File: config.mk
export PLATFORM = sky130hd
export DESIGN_NAME = tube_collision_score
export DESIGN_NICKNAME = d
export VERILOG_FILES = /design/src/rtl/tube_collision_score.sv
export SDC_FILE = /design/constraint.sdc
export NUM_CORES = 1
export LEC_CHECK = 0
export BUFFER_PORTS_ARGS = -buffer_cell sky130_fd_sc_hd__buf_4
export CAP_MARGIN = 20
export CELL_PAD_IN_SITES_DETAIL_PLACEMENT = 1
export CELL_PAD_IN_SITES_GLOBAL_PLACEMENT = 1
export CORE_UTILIZATION = 30
export DETAILED_ROUTE_END_ITERATION = 8
export PLACE_DENSITY_LB_ADDON = 0.1
export SYNTH_ARGS = -nofsm -noshare
export SYNTH_HDL_FRONTEND = slang
export SYNTH_SLANG_ARGS = --single-unit
File: constraint.sdc
create_clock -name clk -period 7.9 [get_ports clk]
set_input_delay 0 -clock clk [delete_from_list [all_inputs] [get_ports clk]]
set_output_delay 0 -clock clk [all_outputs]
set_load 0.02 [all_outputs]
File: src/rtl/tube_collision_score.sv
// tube_collision_score: bird/tube/ground collision, BCD scoring and game FSM.
// Optional macro HIGH_SCORE_EN keeps the best score across game restarts.
module tube_collision_score #(
    parameter int SCREEN_HEIGHT = 768,
    parameter int TUBE_WIDTH    = 120,
    parameter int GAP_HEIGHT    = 250,
    parameter int BIRD_X        = 200,
    parameter int BIRD_SIZE     = 40
) (
    input  logic             clk,
    input  logic             rst_n,
    input  logic             game_rst,
    input  logic             start,
    input  logic             frame_tick,
    input  logic [2:0][10:0] tube_x,
    input  logic [2:0][10:0] gap_y,
    input  logic [10:0]      bird_y,
    output logic [1:0]       game_state,
    output logic             collision,
    output logic             pass_pulse,
    output logic [15:0]      score_bcd,
    output logic [15:0]      hi_score_bcd
);

    typedef enum logic [1:0] {
        IDLE = 2'd0,
        PLAY = 2'd1,
        HIT  = 2'd2
    } state_e;

    localparam logic signed [12:0] SH = 13'(SCREEN_HEIGHT);
    localparam logic signed [12:0] TW = 13'(TUBE_WIDTH);
    localparam logic signed [12:0] GH = 13'(GAP_HEIGHT);
    localparam logic signed [12:0] BX = 13'(BIRD_X);
    localparam logic signed [12:0] BS = 13'(BIRD_SIZE);

    // Zero-extend a pixel coordinate into the signed compare domain
    function automatic logic signed [12:0] ext(input logic [10:0] v);
        return signed'({2'b00, v});
    endfunction

    state_e             state_q, state_d;
    logic               s1_vld_q, s1_vld_d;
    logic [2:0][10:0]   s1_tx_q, s1_tx_d;
    logic [2:0][10:0]   s1_gy_q, s1_gy_d;
    logic [10:0]        s1_by_q, s1_by_d;
    logic               s2_vld_q, s2_vld_d;
    logic               s2_hit_q, s2_hit_d;
    logic [1:0]         s2_cnt_q, s2_cnt_d;
    logic [2:0]         flag_q, flag_d;
    logic [2:0]         pass_new;
    logic [15:0]        score_q, score_d;
    logic [15:0]        bcd_sum;
    logic [4:0]         dsum;
    logic [1:0]         carry;
    logic signed [12:0] by_top, by_bot;
    logic               tube_hit, ground_hit;
    logic               flag_en, eval;

    // Stage 1: capture the frame's positions on the strobe
    always_comb begin
        s1_vld_d = frame_tick && !game_rst;
        s1_tx_d  = s1_tx_q;
        s1_gy_d  = s1_gy_q;
        s1_by_d  = s1_by_q;
        if (s1_vld_d) begin
            s1_tx_d = tube_x;
            s1_gy_d = gap_y;
            s1_by_d = bird_y;
        end
    end

    // Stage 2: overlap tests, ground test and per-tube pass tracking
    always_comb begin
        by_top     = ext(s1_by_q);
        by_bot     = by_top + BS;
        ground_hit = by_bot >= SH;
        tube_hit   = 1'b0;
        pass_new   = '0;
        flag_d     = flag_q;
        flag_en    = s1_vld_q && (state_q == PLAY) && !collision;
        for (int i = 0; i < 3; i++) begin
            if ((ext(s1_tx_q[i]) - TW < BX + BS)
                && (ext(s1_tx_q[i]) > BX)
                && ((by_top < ext(s1_gy_q[i]))
                    || (by_bot > ext(s1_gy_q[i]) + GH)))
                tube_hit = 1'b1;
            if (flag_en) begin
                if (ext(s1_tx_q[i]) <= BX && !flag_q[i]) begin
                    flag_d[i]   = 1'b1;
                    pass_new[i] = 1'b1;
                end else if (ext(s1_tx_q[i]) > BX + BS) begin
                    flag_d[i] = 1'b0;
                end
            end
        end
        if (game_rst)
            flag_d = '0;
        s2_vld_d = s1_vld_q && !game_rst;
        s2_hit_d = tube_hit || ground_hit;
        s2_cnt_d = 2'(pass_new[0]) + 2'(pass_new[1])
                 + 2'(pass_new[2]);
    end

    // BCD add of the pass count with ripple carry, saturating at 9999
    always_comb begin
        bcd_sum = '0;
        carry   = s2_cnt_q;
        dsum    = '0;
        for (int i = 0; i < 4; i++) begin
            dsum = {1'b0, score_q[4*i +: 4]} + {3'b000, carry};
            if (dsum >= 5'd10) begin
                bcd_sum[4*i +: 4] = 4'(dsum - 5'd10);
                carry = 2'd1;
            end else begin
                bcd_sum[4*i +: 4] = dsum[3:0];
                carry = 2'd0;
            end
        end
        if (carry != 2'd0)
            bcd_sum = 16'h9999;
    end

    // Stage 3: game FSM, score update and event pulses; a hit beats passes
    always_comb begin
        state_d    = state_q;
        score_d    = score_q;
        collision  = 1'b0;
        pass_pulse = 1'b0;
        eval       = s2_vld_q && !game_rst;
        unique case (state_q)
            IDLE: begin
                if (start)
                    state_d = PLAY;
            end
            PLAY: begin
                if (eval && s2_hit_q) begin
                    state_d   = HIT;
                    collision = 1'b1;
                end else if (eval && s2_cnt_q != 2'd0) begin
                    score_d    = bcd_sum;
                    pass_pulse = 1'b1;
                end
            end
            HIT: begin
                state_d = HIT;
            end
            default: begin
                state_d = IDLE;
            end
        endcase
        if (game_rst) begin
            state_d = IDLE;
            score_d = '0;
        end
    end

    // Pipeline, pass flags and game state registers
    always_ff @(posedge clk or negedge rst_n) begin
        if (!rst_n) begin
            state_q  <= IDLE;
            s1_vld_q <= 1'b0;
            s1_tx_q  <= '0;
            s1_gy_q  <= '0;
            s1_by_q  <= '0;
            s2_vld_q <= 1'b0;
            s2_hit_q <= 1'b0;
            s2_cnt_q <= '0;
            flag_q   <= '0;
            score_q  <= '0;
        end else begin
            state_q  <= state_d;
            s1_vld_q <= s1_vld_d;
            s1_tx_q  <= s1_tx_d;
            s1_gy_q  <= s1_gy_d;
            s1_by_q  <= s1_by_d;
            s2_vld_q <= s2_vld_d;
            s2_hit_q <= s2_hit_d;
            s2_cnt_q <= s2_cnt_d;
            flag_q   <= flag_d;
            score_q  <= score_d;
        end
    end

    assign game_state = state_q;
    assign score_bcd  = score_q;

`ifdef HIGH_SCORE_EN
    logic [15:0] hi_q, hi_d;

    // Keep the larger of the best and the final score when a game ends
    always_comb begin
        hi_d = hi_q;
        if (collision && score_q > hi_q)
            hi_d = score_q;
    end

    // Best score survives game restarts; only the hard reset clears it
    always_ff @(posedge clk or negedge rst_n) begin
        if (!rst_n)
            hi_q <= '0;
        else
            hi_q <= hi_d;
    end

    assign hi_score_bcd = hi_q;
`else
    assign hi_score_bcd = 16'h0000;
`endif

endmodule

==> results.json, run 1 <==
{
  "gr-total-overflow": 0,
  "synth_cell_types": 64,
  "synthFlopType": "dfrtp_1",
  "numPlacedInstances": 1168,
  "synth.area.top_cells": "dfrtp_1, ha_1, mux2_2, nand2_1, a21oi_1",
  "timing.critical_path.buf_inv": 5,
  "p_leak_nw": 4.31,
  "worstPathMaxFanout": 10,
  "crit_path_top_delay_cell": "fa_1",
  "first_global_vias": 6724,
  "grt_use_met2_pct": 33.4,
  "grt_pass1_wl_mm": 34.3,
  "setup_viol": 0,
  "insertion_delay_to_the_later_sink_of_the_worst_skew_pair_ns": 0.36,
  "die-area_um2": 24700,
  "clock-skew-final_ns": 0.00626,
  "crit_path_end_kind": "flop",
  "grt_use_met1_pct": 21.4,
  "max-slew-margin-rel_pct": 43.5,
  "path_clk_slew_ns": 0.08,
  "starting_density_of_the_core_pct": 30.7,
  "vdd_drop_max_mv": 0.0928,
  "die_h_um": 157,
  "post_synth.cell_area_avg_um2": 9.43,
  "remaining_drc_errors": 0,
  "fmax_mhz": 142,
  "fin_tns_setup_ns": 0,
  "final_min_period_over_clock_period_pct": 89.2,
  "critical_path_required_ns": 8.13,
  "global_route.usage.total_pct": 17.9,
  "synth_area_um2": 7220,
  "period_minus_slack_ns": 7.05,
  "final_util_pct": 39.6,
  "layout-area-overhead-vs-synth_pct": 29.3,
  "post_cts_hold_buffer_count": 79,
  "globalRoute.busiestLayer": "met2",
  "timing.critical_path.mode_cell": "ha_1",
  "place_congestion": 0.804,
  "drt_first_pass_iters": 4,
  "ratio_of_cells_with_drive_above_1_in_the_final_layout_pct": 18.0,
  "timing_hold_violations_final": 0,
  "worst_slew_pin_slew_ns": 0.848,
  "synth_edf_count": 0,
  "clock_tree.buffer_depth": 2,
  "cts_tree": "done",
  "startpoint_type": "flop",
  "run_status": "completed",
  "synthDominantCellAreaShare_pct": 35.7,
  "worst-setup-path-type": "reg2reg",
  "ys_warn_count": 0,
  "synth_async_sr_flop_share_pct": 100,
  "synth_seq_cells": 103,
  "sequential_area_share_after_synthesis_pct": 35.7,
  "cpPeakStageDelay_ns": 0.49,
  "row_count": 56,
  "cts_buffers": 9,
  "nets": 1119,
  "cts.root.buffer_cell": "clkbuf_16",
  "die_w_um": 157,
  "critical-path-top-delay-family": "adder cells",
  "totalWireLength_mm": 20.9,
  "io_buffer_count": 101,
  "yosysMostFrequentCell": "dfrtp_1",
  "clock_sink_count": 103,
  "final.fill_count": 2748,
  "grt_setup_unrepaired": "false",
  "instances_no_fill": 1264,
  "cts_repair_resize_count": 0,
  "cts_max_level": 3,
  "maxCapViolations": 0,
  "drt-vias-per-instance": 4.91,
  "cts.repair_timing.setup_buffer_count": 0,
  "power.density_cell_area_nw_per_um2": 183,
  "drt-wirelength-per-cell_um": 16.6,
  "num_vias": 6201,
  "timing.hold.worst.class": "in2async",
  "num_io_pins": 118,
  "grt_max_degree": 66,
  "met3_usage_pct": 2.64,
  "grt_antenna_before_repair": 1,
  "post-dp-hpwl_mm": 15.7,
  "maxSlewViolCount": 0,
  "placeableCoreArea_um2": 23500,
  "critPathArrivalTime_ns": 7.28,
  "drtIter0Drc": 169,
  "synthCells": 765,
  "yosys.area.top_type": "dfrtp_1",
  "synth_cell_count_leaders": "dfrtp_1, ha_1, nand2_1",
  "post_detailed_route_count_of_antenna_violating_nets": 0
}
[registers in the layout, summed over array words and instances, names as in the netlist]
signal,cells
s2_hit_q,1
s1_vld_q,1
score_bcd,16
s2_vld_q,1
s1_by_q,11
game_state,2
s1_tx_q,33
s2_cnt_q,2
s1_gy_q,33
flag_q,3
[path summary, 6_finish.rpt]
check | from | to | slack [ns] | depth (start not counted)
worst max register to register | score_bcd[0]$_DFFE_PN0P_ | score_bcd[11]$_DFFE_PN0P_ | 0.85 | 35
min in group clk | start | game_state[0]$_DFFE_PN0P_ | 0.19 | 5
worst min-delay path | rst_n | score_bcd[8]$_DFFE_PN0P_ | 0.15 | 2
max in group asynchronous | rst_n | s1_by_q[7]$_DFFE_PN0P_ | 6.50 | 3
worst max-delay path | score_bcd[0]$_DFFE_PN0P_ | score_bcd[11]$_DFFE_PN0P_ | 0.85 | 35
worst min register to register | s1_vld_q$_DFF_PN0_ | s2_vld_q$_DFF_PN0_ | 0.50 | 1
[where the power goes]
group	internal, mW	switching (mW)
Clock	0.222	0.225
Sequential	0.588	0.0892
Combinational	0.278	0.308
[layout by cell type (no fill, tap or decap), drive strengths merged, types with 9 or more instances in the layout]
| master | instances |
|---|---|
| a21oi | 52 |
| buf | 105 |
| clkbuf | 9 |
| conb | 16 |
| dfrtp | 103 |
| dlygate4sd3 | 79 |
| ha | 96 |
| inv | 63 |
| mux2 | 39 |
| nand2 | 76 |
| nand3b | 9 |
| nand4 | 17 |
| nor2 | 34 |
| nor2b | 9 |
| nor3 | 18 |
| o21ai | 69 |
| xnor2 | 27 |
[worst register-to-register path: cells and delay by family, from the launching register on]
kind / cells / cell delay (ns)
fa+ha+maj: 11 / 2.82
compound gates: 10 / 1.71
buf+inv: 5 / 0.51
mux: 1 / 0.13
xor+xnor: 3 / 0.52
flops: 1 / 0.41
simple gates: 5 / 0.80
[kinds of logic after synthesis]
kind of cell	Yosys count	share of synthesized area [%]
AO/OA/AOI/OAI	190	16.3
XOR/XNOR	34	4.13
flip-flops	103	35.7
buffers and inverters	95	6.05
other	1	0.0520
AND/OR/NAND/NOR	204	14.4
multiplexers	40	6.22
adder cells (fa/ha/maj)	98	17.2
[layer usage]
| layer | up-vias | routed length (um) |
|---|---|---|
| li1 | 3062 | - |
| met1 | 3043 | 9340 |
| met2 | 79 | 10900 |
| met3 | 17 | 444 |
| met4 | 0 | 216 |
| met5 | - | 0 |
[through the flow]
stage          worst slack, ns  power [mW]  cell area, um2  hold slack (ns)
2_1_floorplan             1.54        1.05            7270           -0.296
3_5_place_dp             0.850        1.25            8250           0.0175
3_3_place_gp              1.47        1.21            8250           0.0127
6_report                 0.854        1.71            9330            0.148
4_1_cts                  0.818        1.74            9330            0.164
5_1_grt                  0.269        1.85            9330            0.184
[final cells by class]
| class | count | area (um2) | area share (%) |
|---|---|---|---|
| inverter | 59 | 221 | 2.37 |
| antenna | 1 | 2.50 | 0.0268 |
| clock inverter | 7 | 62.6 | 0.670 |
| timing repair buffer | 184 | 1580 | 16.9 |
| sequential | 103 | 2580 | 27.6 |
| multi-input combinational | 582 | 4270 | 45.7 |
| tap | 319 | 399 | 4.28 |
| clock buffer | 9 | 225 | 2.41 |
No activity file was read; power rests on OpenSTA's default activity.
==> run 2: changes to the inputs <==
Settings changed: RECOVER_POWER from default to 25.
==> run 2 against run 1 <==
Compared with the run above: the flow now finishes with violations (max-capacitance violations, max-slew violations); sequential power is essentially flat; non-clock buffer count is the same; first-iteration DRC count down 0.59%; largest cell class unchanged; largest power group unchanged.
==> results.json, run 2 (synthesis gave the netlist of run 1 again) <==
{
  "worst-setup-path-type": "reg2reg",
  "cts.root.buffer_cell": "clkbuf_16",
  "layout-area-overhead-vs-synth_pct": 28.3,
  "starting_density_of_the_core_pct": 30.7,
  "cts_max_level": 3,
  "die-area_um2": 24700,
  "final.fill_count": 2753,
  "ratio_of_cells_with_drive_above_1_in_the_final_layout_pct": 16.0,
  "setup_viol": 0,
  "drt_first_pass_iters": 4,
  "multi_input_comb_area_um2": 4270,
  "final-seq-area_um2": 2580,
  "cpPeakStageDelay_ns": 0.49,
  "switching_share_pct": 36.5,
  "drt-vias-per-instance": 4.91,
  "timing.final.ws_setup_ns": 0.856,
  "setup.reg_to_reg.worst_slack_ns": 0.86,
  "final_min_period_over_clock_period_pct": 89.2,
  "worstHoldStart": "start",
  "clock_tree.buffer_depth": 2,
  "global_route.usage.total_pct": 17.9,
  "placeableCoreArea_um2": 23500,
  "power.density_cell_area_nw_per_um2": 184,
  "timing_hold_violations_final": 0,
  "critical_path.reg2reg.startpoint": "score_bcd[0]$_DFFE_PN0P_",
  "clock_power_share_pct": 26.2,
  "startpoint_type": "flop",
  "num_vias": 6200,
  "p_seq_share_pct": 39.7,
  "pwr-share-comb_pct": 34.1,
  "die_h_um": 157,
  "cts_tree": "done",
  "maxCapViolations": 1,
  "grt_setup_unrepaired": "false",
  "post-dp-hpwl_mm": 15.7,
  "switchingPower_mw": 0.622,
  "drt-wirelength-per-cell_um": 16.5,
  "post_route_standard_cell_area_excluding_fillers_um2": 9260,
  "post_dp_cell_area_um2": 8250,
  "cts.repair_timing.setup_buffer_count": 0,
  "gr-total-overflow": 0,
  "failed_checks": "max-capacitance violations, max-slew violations",
  "critical_path_required_ns": 8.13,
  "place_congestion": 0.804,
  "path_clk_slew_ns": 0.08,
  "fmax_mhz": 142,
  "post_detailed_route_count_of_antenna_violating_nets": 0,
  "maxSlewViolCount": 40,
  "num_io_pins": 118,
  "max-slew-margin-rel_pct": -50.6,
  "insertion_delay_to_the_later_sink_of_the_worst_skew_pair_ns": 0.36,
  "totalWireLength_mm": 20.9,
  "nets": 1119,
  "layout.cells.most_common": "dfrtp_1",
  "power_internal_mw": 1.08,
  "worst_hold_path.endpoint": "game_state[0]$_DFFE_PN0P_",
  "fin_tns_setup_ns": 0,
  "critPathArrivalTime_ns": 7.27,
  "timing.hold.ws_ns": 0.186,
  "grt_pass1_wl_mm": 34.3,
  "most-common-layout-cells": "dfrtp_1, ha_1, buf_4",
  "remaining_drc_errors": 0,
  "row_count": 56,
  "io_buffer_count": 101,
  "worst_slew_pin_slew_ns": 2.26,
  "final_util_pct": 39.3,
  "dp_worst_setup_slack_ns": 0.850,
  "worst-r2r-cell-count": 35,
  "run_status": "finished, violations left",
  "period_minus_slack_ns": 7.04,
  "worstPathMaxFanout": 10,
  "timing.critical_path.mode_cell": "ha_1",
  "crit_path_top_delay_cell": "fa_1",
  "cts_buffers": 9,
  "first_global_vias": 6724,
  "drtIter0Drc": 168,
  "die_w_um": 157,
  "timing.rr.end": "score_bcd[11]$_DFFE_PN0P_",
  "grt_antenna_before_repair": 1,
  "grt_max_degree": 66,
  "clock-skew-final_ns": 0.00627,
  "clock_sink_count": 103,
  "min_path_cells": 5,
  "vdd_drop_max_mv": 0.0933,
  "crit_path_end_kind": "flop",
  "p_leak_nw": 4.23,
  "timing.hold.worst.class": "in2reg"
}
-- run 2: changes by cell type in the layout (fill, tap and decap cells not counted) --
cell and change:
buf_4 -19, clkbuf_1 +19
-- run 2: power by group through the flow --
stage	registers (mW)	logic [mW]	clock network [mW]
5_1_grt	0.690	0.671	0.486
6_report	0.677	0.582	0.447
4_1_cts	0.678	0.598	0.468
3_3_place_gp	0.683	0.524	0
2_1_floorplan	0.658	0.389	0
3_5_place_dp	0.688	0.560	0
-- run 2: through the flow --
step / power [mW] / instances
final: 1.71 / 1264
after detailed placement: 1.25 / 1168
after global routing: 1.85 / 1264
after CTS: 1.74 / 1263
after floorplan: 1.05 / 780
after global placement: 1.21 / 1168
-- run 2: cell type report --
type | count | share of cell area [%]
Multi-Input combinational cell | 582 | 46.1
Sequential cell | 103 | 27.8
Timing Repair Buffer | 184 | 16.3
Tap cell | 319 | 4.31
Clock buffer | 9 | 2.43
Inverter | 59 | 2.39
Clock inverter | 7 | 0.675
Antenna cell | 1 | 0.0270
-- run 2: routing by layer --
layer  up-vias  share of wire, %  GRT usage (%)
met4         0               1.0           4.25
met5         -                 0              0
li1       3061                 -              -
met1      3043                44           21.4
met3        17               2.2           2.64
met2        79                52           33.4
-- run 2: critical path, delay by kind of cell, from the launching register on --
family	cells	cell delay, ns
AND/OR/NAND/NOR	5	0.80
multiplexers	1	0.13
AO/OA/AOI/OAI	10	1.70
XOR/XNOR	3	0.52
flip-flops	1	0.41
adder cells (fa/ha/maj)	11	2.82
buffers and inverters	5	0.51
-- run 2: worst max path at each step --
stage,start,end
after floorplan,score_bcd[0]$_DFFE_PN0P_,score_bcd[10]$_DFFE_PN0P_
after global placement,score_bcd[0]$_DFFE_PN0P_,score_bcd[11]$_DFFE_PN0P_
after detailed placement,score_bcd[0]$_DFFE_PN0P_,score_bcd[7]$_DFFE_PN0P_
after CTS,score_bcd[0]$_DFFE_PN0P_,score_bcd[11]$_DFFE_PN0P_
after global routing,score_bcd[0]$_DFFE_PN0P_,score_bcd[11]$_DFFE_PN0P_
final,score_bcd[0]$_DFFE_PN0P_,score_bcd[11]$_DFFE_PN0P_
-- run 2: what timing repair did --
item                                   CTS  global route
hold buffers                            79             0
setup endpoints to repair                0             0
resized for setup                        0             0
endpoints found under the hold margin  124             0
